===== src/rtl/if_instr_buffer.sv =====
// if_instr_buffer
//   Instruction queue between fetch and decode. Each entry holds an
//   instruction word and its PC. The queue absorbs decode stalls and is
//   emptied on a control-flow redirect. The head entry drives the decode
//   stage outputs.
//
//   Optional feature macro: IB_BYPASS_EN
//     defined   : an incoming fetch into an empty queue is presented on the
//                 decode outputs in the same cycle. It is consumed directly
//                 unless decode stalls, in which case it is stored.
//     undefined : strict one-cycle fetch-to-decode latency. There is no
//                 combinational path from the fetch inputs to the decode
//                 outputs.
//
// Ports
//   clk          clock; all state updates on the rising edge
//   reset        synchronous, active-high reset
//   InstrF       instruction word from instruction memory
//   PCF          PC of InstrF
//   FetchValidF  InstrF/PCF valid this cycle
//   FetchReadyF  queue can accept a push this cycle (Count < DEPTH)
//   StallD       decode holding; the head is not consumed
//   FlushD       redirect; drop all buffered and incoming instructions
//   InstrD       head instruction (NOP 0x00000013 when empty)
//   PCD          PC of the head instruction (0 when empty)
//   PCPlus4D     PCD + 4 (0 when empty)
//   InstrValidD  head entry valid
//   Count        number of occupied entries
module if_instr_buffer #(
    parameter int unsigned DEPTH = 4,
    parameter int unsigned XLEN  = 32
) (
    input  logic                     clk,
    input  logic                     reset,
    input  logic [XLEN-1:0]          InstrF,
    input  logic [XLEN-1:0]          PCF,
    input  logic                     FetchValidF,
    output logic                     FetchReadyF,
    input  logic                     StallD,
    input  logic                     FlushD,
    output logic [XLEN-1:0]          InstrD,
    output logic [XLEN-1:0]          PCD,
    output logic [XLEN-1:0]          PCPlus4D,
    output logic                     InstrValidD,
    output logic [$clog2(DEPTH):0]   Count
);

    localparam int unsigned PW = $clog2(DEPTH);
    localparam int unsigned CW = PW + 1;
    localparam logic [XLEN-1:0] NOP_INSTR = XLEN'(32'h0000_0013);

    logic [XLEN-1:0] instr_mem_q [DEPTH];
    logic [XLEN-1:0] pc_mem_q    [DEPTH];

    logic [PW-1:0] wr_ptr_q, wr_ptr_d;
    logic [PW-1:0] rd_ptr_q, rd_ptr_d;
    logic [CW-1:0] count_q,  count_d;

    logic buf_valid;
    logic bypass;
    logic push;
    logic pop_buf;

    assign buf_valid   = (count_q != '0);
    assign FetchReadyF = (count_q < CW'(DEPTH));
    assign Count       = count_q;

`ifdef IB_BYPASS_EN
    // The fetch word goes straight to decode when the queue is empty. It is
    // only stored if decode does not take it this cycle.
    assign bypass = ~buf_valid & FetchValidF & ~FlushD;
`else
    assign bypass = 1'b0;
`endif

    assign pop_buf = buf_valid & ~StallD;
    assign push    = FetchValidF & FetchReadyF & ~FlushD & ~(bypass & ~StallD);

    always_comb begin
        wr_ptr_d = wr_ptr_q;
        rd_ptr_d = rd_ptr_q;
        count_d  = count_q;
        if (FlushD) begin
            wr_ptr_d = '0;
            rd_ptr_d = '0;
            count_d  = '0;
        end else begin
            if (push) begin
                wr_ptr_d = wr_ptr_q + PW'(1);
            end
            if (pop_buf) begin
                rd_ptr_d = rd_ptr_q + PW'(1);
            end
            case ({push, pop_buf})
                2'b10:   count_d = count_q + CW'(1);
                2'b01:   count_d = count_q - CW'(1);
                default: count_d = count_q;
            endcase
        end
    end

    always_ff @(posedge clk) begin
        if (reset) begin
            wr_ptr_q <= '0;
            rd_ptr_q <= '0;
            count_q  <= '0;
        end else begin
            wr_ptr_q <= wr_ptr_d;
            rd_ptr_q <= rd_ptr_d;
            count_q  <= count_d;
        end
    end

    // Storage is not cleared on reset or flush; Count alone marks validity.
    always_ff @(posedge clk) begin
        if (!reset && push) begin
            instr_mem_q[wr_ptr_q] <= InstrF;
            pc_mem_q[wr_ptr_q]    <= PCF;
        end
    end

    always_comb begin
        InstrValidD = 1'b0;
        InstrD      = NOP_INSTR;
        PCD         = '0;
        PCPlus4D    = '0;
        if (buf_valid) begin
            InstrValidD = 1'b1;
            InstrD      = instr_mem_q[rd_ptr_q];
            PCD         = pc_mem_q[rd_ptr_q];
            PCPlus4D    = pc_mem_q[rd_ptr_q] + XLEN'(4);
        end else if (bypass) begin
            InstrValidD = 1'b1;
            InstrD      = InstrF;
            PCD         = PCF;
            PCPlus4D    = PCF + XLEN'(4);
        end
    end

endmodule


===== config.mk =====
export PLATFORM = sky130hd
export DESIGN_NAME = if_instr_buffer
export DESIGN_NICKNAME = d
export VERILOG_FILES = /design/src/rtl/if_instr_buffer.sv
export SDC_FILE = /design/constraint.sdc
export NUM_CORES = 1
export LEC_CHECK = 0
export ABC_CLOCK_PERIOD_IN_PS = 8700
export CAP_MARGIN = 40
export CORE_MARGIN = 2
export CORE_UTILIZATION = 51
export CTS_CLUSTER_SIZE = 25
export DETAILED_ROUTE_END_ITERATION = 8
export HOLD_SLACK_MARGIN = 0.06
export PLACE_DENSITY = 0.73
export SLEW_MARGIN = 30
export SYNTH_ARGS = -nofsm -noshare
export SYNTH_HDL_FRONTEND = slang
export SYNTH_SLANG_ARGS = --single-unit

===== constraint.sdc =====
create_clock -name clk -period 8.7 [get_ports clk]
set_input_delay 2.175 -clock clk [delete_from_list [all_inputs] [get_ports clk]]
set_output_delay 2.175 -clock clk [all_outputs]
set_load 0.01 [all_outputs]

Word level (Yosys, flattened, before mapping) --
Memory sizes are Yosys's and may differ from the RTL's. A register that Yosys moved wholly into a read port is not among the register bits. Index checks and enable logic that the tools add are counted.
Storage, ports and cells: register bits after elaboration 7, RAM bits 256, input port bits 69, output and inout bits 101, memories 2
Memory list:
- instr_mem_q | depth 4, bits a word 32, read ports 1, clocked after Yosys merged registers in 1, wr ports 1, line 52 | logic [XLEN-1:0] instr_mem_q [DEPTH];
- pc_mem_q | depth 4, bits a word 32, read ports 1, clocked after Yosys merged registers in 1, wr ports 1, line 53 | logic [XLEN-1:0] pc_mem_q [DEPTH];
Operators by class: $add $sub $neg 5, magnitude comparators 1, equality and inequality tests 2, multiplexer cells 11, bitwise logic cells 5, reduce and logical (&&, ||, !) cells 5
Operator list (number):
- $mux W32 | 3
- $add A32 B3 Y32 const B | 1
- $mux W2 | 4
- $pmux W3 S2 | 1
- $add A2 B1 Y2 const B | 2
- $add A3 B1 Y3 const B | 1
- $and A1 B1 Y1 | 3
- $lt A3 B3 Y1 const B | 1
- $mux W1 | 3
- $reduce_bool A3 Y1 | 1
- $sub A3 B1 Y3 const B | 1
- $eq A2 B1 Y1 const B | 1
- $eq A2 B2 Y1 const B | 1
- $not A1 Y1 | 2
- $reduce_bool A2 Y1 | 1
- $reduce_or A2 Y1 | 1
- $logic_and A1 B1 Y1 | 1
- $logic_not A1 Y1 | 1

Longest topological paths before layout --
depth after elaboration 6, depth in mapped cells 9, gate-level depth less buffers 9

Worst setup path before layout --
No wires, ideal clock.
path type input -> register, start point in FlushD, end point mem instr_mem_q[0][0], enable pin, data arrival time 4.323 ns, data required time 8.271 ns, path slack 3.948 ns, stages on the path 4, path buffers 1, path through or2_2 clkbuf_1 nor2_1 and2_1
Between the ends: word-level cells in the longest chain between the ends 5
RTL lines:
- start, declared | line 40 | input logic FlushD,
- $not A1 Y1 | line 77 | assign push = FetchValidF & FetchReadyF & ~FlushD & ~(bypass & ~StallD);
- $and A1 B1 Y1 | line 77
- $logic_and A1 B1 Y1 | line 116 | if (!reset && push) begin
- $mux W1 | line 116
- $mux W1 (implied by the code) | line 117 | instr_mem_q[wr_ptr_q] <= InstrF;
- end, declared | line 52
Every way passes these cells.

==> key figures <==
Timing
  • Tcrit/Tclk final: just over 70%
  • Min Tclk post-route: 6.32 ns
  • Setup TNS Final: 0 ns
  • Skew final: 0.00863 ns
  • Max Fclk: 158 MHz
  • Slew HR: between 40 and 50%
  • Fin. max-slew vios: 0
  • Final hold violations: 0
  • Worst Tran Pin Value: 0.795 ns
  • RSZ-0062 raised after global routing: no
  • Final setup violation count: 0
  • Final setup margin: about 2.4 ns

Synthesis
  • Distinct cells, synth: 37
  • Most frequent cell after synthesis: edfxtp_1
  • Synthesized net count: 659
  • Post-synth top cells: edfxtp_1, nor2b_1, mux4_2
  • Post-synthesis sequential area ratio: 72.0%
  • Post-synth EDFFs: 256
  • Average size of a mapped cell: between 15 and 20 um2
  • Area share of the largest cell type after synthesis: 70.3%
  • Post-synthesis cell type with the largest combined area: edfxtp_1
  • Mapped Area: 10900 um2
  • Cell count after synthesis: between 500 and 600
  • Main flop type after synthesis: edfxtp_1
  • Post-synth ARST share: 0%
  • Count of state elements after synthesis: between 200 and 300
  • Ys Warns: 0
  • Top area cells in the synthesized netlist: edfxtp_1, mux4_2, nor2b_1, mux4_1, dfxtp_1

Critical path
  • CP Cell Sequence: buf_4 > mux4_1 > and3_1 > nand3b_1 > or4_1 > a21oi_1 > clkdlybuf4s50_1
  • R2r worst-path depth: 9
  • Kind of critical path: reg2out
  • Cell family with most CP delay: buffers and inverters
  • Crit path launch type: flop
  • CP arrival: slightly above 4 ns
  • Slowest-stage cell, CP: dfxtp_4
  • CP peak stage delay: 0.74 ns
  • CP Max Fanout: 34
  • Worst reg2reg path endpoint: Count[2]
  • Setup crit end kind: output pin
  • Worst Path Buf+Inv: 2
  • Critical Path RT: 6.53 ns
  • Origin of the critical flop-to-flop path: Count[0]
  • R2R setup slack: 5.89 ns

Die
  • Placeable Area: between 20000 and 25000 um2
  • # IOs: 170
  • Die area: between 20000 and 25000 um2
  • Row Count: 53
  • Height of the die: 150 um
  • Die width: approximately 150 um
  • Starting Density: 52.0%

Route
  • DR vias/cell: 5.59
  • Post-DRT Antenna Nets: 0
  • Routed vias: 5889
  • Wire length per cell: 20.7 um
  • DRC: 0
  • DR iter-0 viols: 493
  • Routed WL: 21.7 mm
  • Pre-antenna DRT Iters: 7

Clock network
  • Clock Tree Buf Depth: 3
  • Setup bufs post-CTS: 0
  • Hold_buf cts: 0
  • CTS tree: done
  • H-tree levels: 1
  • Clock tree sinks: 265
  • Clk root buf: clkbuf_16
  • Worst-path clk slew: 0.06 ns
  • CTS Buf Count: 25
  • Post-CTS Resized: 0
  • Worst skew pair latency: 0.52 ns

Finish
  • Synth-to-layout area growth: 26.0%
  • Ratio of cells with drive above 1 in the final layout: 15.1%
  • Fillers: 1437
  • FF+latch area: 7880 um2
  • Final Util: between 60% and 70%
  • Area of the multi-input gates: about 2900 um2
  • Nets: 832

Place
  • Port-buffer cells: 169
  • GP Congestion: about 0.86
  • Pre-CTS WS: 2.82 ns
  • DP HPWL: between 10 and 15 mm

GRT
  • First-pass GRT wire length: 33.1 mm
  • Largest net degree at the start of global routing: 78
  • GRT Resource Usage Total: 19.4%
  • GRT Residual Overflow: 0
  • Number of global-route vias before repair: 6004
  • Initial antenna violation count: 2

Run
  • Max_cap viols: 0

Worst hold path
  • Min-delay src: rd_ptr_q[1]
  • Hold path depth: 2
  • Type of the most critical hold path: reg2reg

Power
  • PD cells: 193 nW/um2
  • Maximum vdd drop: ~0.16 mV
  • Static Leak: 0.00426 uW

Status
  • Status: finished, final reports clean
==> sequential cells by signal (all words and copies together) (netlist names), named ones only <==
register and flops:
instr_mem_q 128, rd_ptr_q 2, Count 3, wr_ptr_q 2, pc_mem_q 128
==> cell usage in the layout (no fill, tap or decap), types with 3 or more instances in the layout <==
cell and count:
clkbuf_16 25, mux4_1 14, a21oi_1 16, edfxtp_1 256
nor2b_1 59, buf_12 4, ha_1 6, clkdlybuf4s50_1 169
or2_2 5, dfxtp_1 7, mux4_2 50, diode_2 3
nand3_2 3, or4_1 5, clkbuf_1 10, nand4_1 3
mux2_2 4, bufinv_16 3, nand3_1 7, inv_1 10
nor2_1 30, xnor2_1 11, clkbuf_8 4, buf_4 3
o21ai_0 10, clkinv_2 3, and2_4 4, nand2_1 10
o31ai_1 5, and3_1 3, nor3_1 7, xor2_1 4
or3_1 10
==> worst reg2reg max path: cells and delay by family (launching register included) <==
| family | cells | cell delay [ns] |
|---|---|---|
| AND/OR/NAND/NOR | 3 | 0.96 |
| buffers and inverters | 2 | 0.74 |
| flip-flops | 1 | 0.37 |
| XOR/XNOR | 1 | 0.07 |
| AO/OA/AOI/OAI | 1 | 0.14 |
| adder cells (fa/ha/maj) | 2 | 0.46 |
==> where the power goes <==
group / switching, uW / internal (uW)
registers: 4.82 / 1410
logic: 74.1 / 84.1
clock network: 432 / 656
==> worst max path at each step <==
stage                     slack (ns)    from  cells past startpoint           endpoint
final                           2.38    flop                      7       PCPlus4D[31]
after global routing            2.01    flop                      7       PCPlus4D[31]
after CTS                       2.26    flop                      7       PCPlus4D[31]
after detailed placement        2.82    flop                      7       PCPlus4D[31]
after global placement          2.86    flop                      7       PCPlus4D[31]
after floorplan                 3.95  FlushD                      4  instr_mem_q[0][0]
==> per-stage QoR <==
step	power (uW)	instances	instance area, um2	hold slack, ns
after floorplan	1510	583	10900	0.485
after global routing	2750	1050	13800	0.602
final	2660	1053	13800	0.537
after CTS	2690	1050	13800	0.548
after global placement	1600	999	12800	0.501
after detailed placement	1600	1004	12900	0.534
==> area by class of cell <==
type                       instances  share of cell area, %
tap                              275                   2.50
inverter                          10                  0.272
clock inverter                     7                  0.826
timing repair buffer             177                   13.2
multi-input combinational        277                   20.8
sequential                       265                   57.2
clock buffer                      39                   5.21
antenna                            3                 0.0545
==> cell families (layout without fill, tap and decap cells) <==
logic type,after synthesis,in the layout,share of synthesized area (%)
xor gates and xnor gates,15,15,1.20
buffers and inverters,41,233,2.03
AOI/OAI and AO/OA,31,31,1.53
muxes,69,69,14.2
and+or+nand+nor,155,155,8.25
other,0,3,0
DFF,265,265,72.0
adders and majority gates,7,7,0.870
==> per-layer routing <==
metal,routed length [um],global-route usage (%),up-vias
li1,-,-,2661
met1,9000,26.1,2975
met2,10400,31.6,225
met3,2010,5.30,28
met4,318,4.76,0
met5,0,0,-
Note: power is estimated with default switching activity, not from simulation.
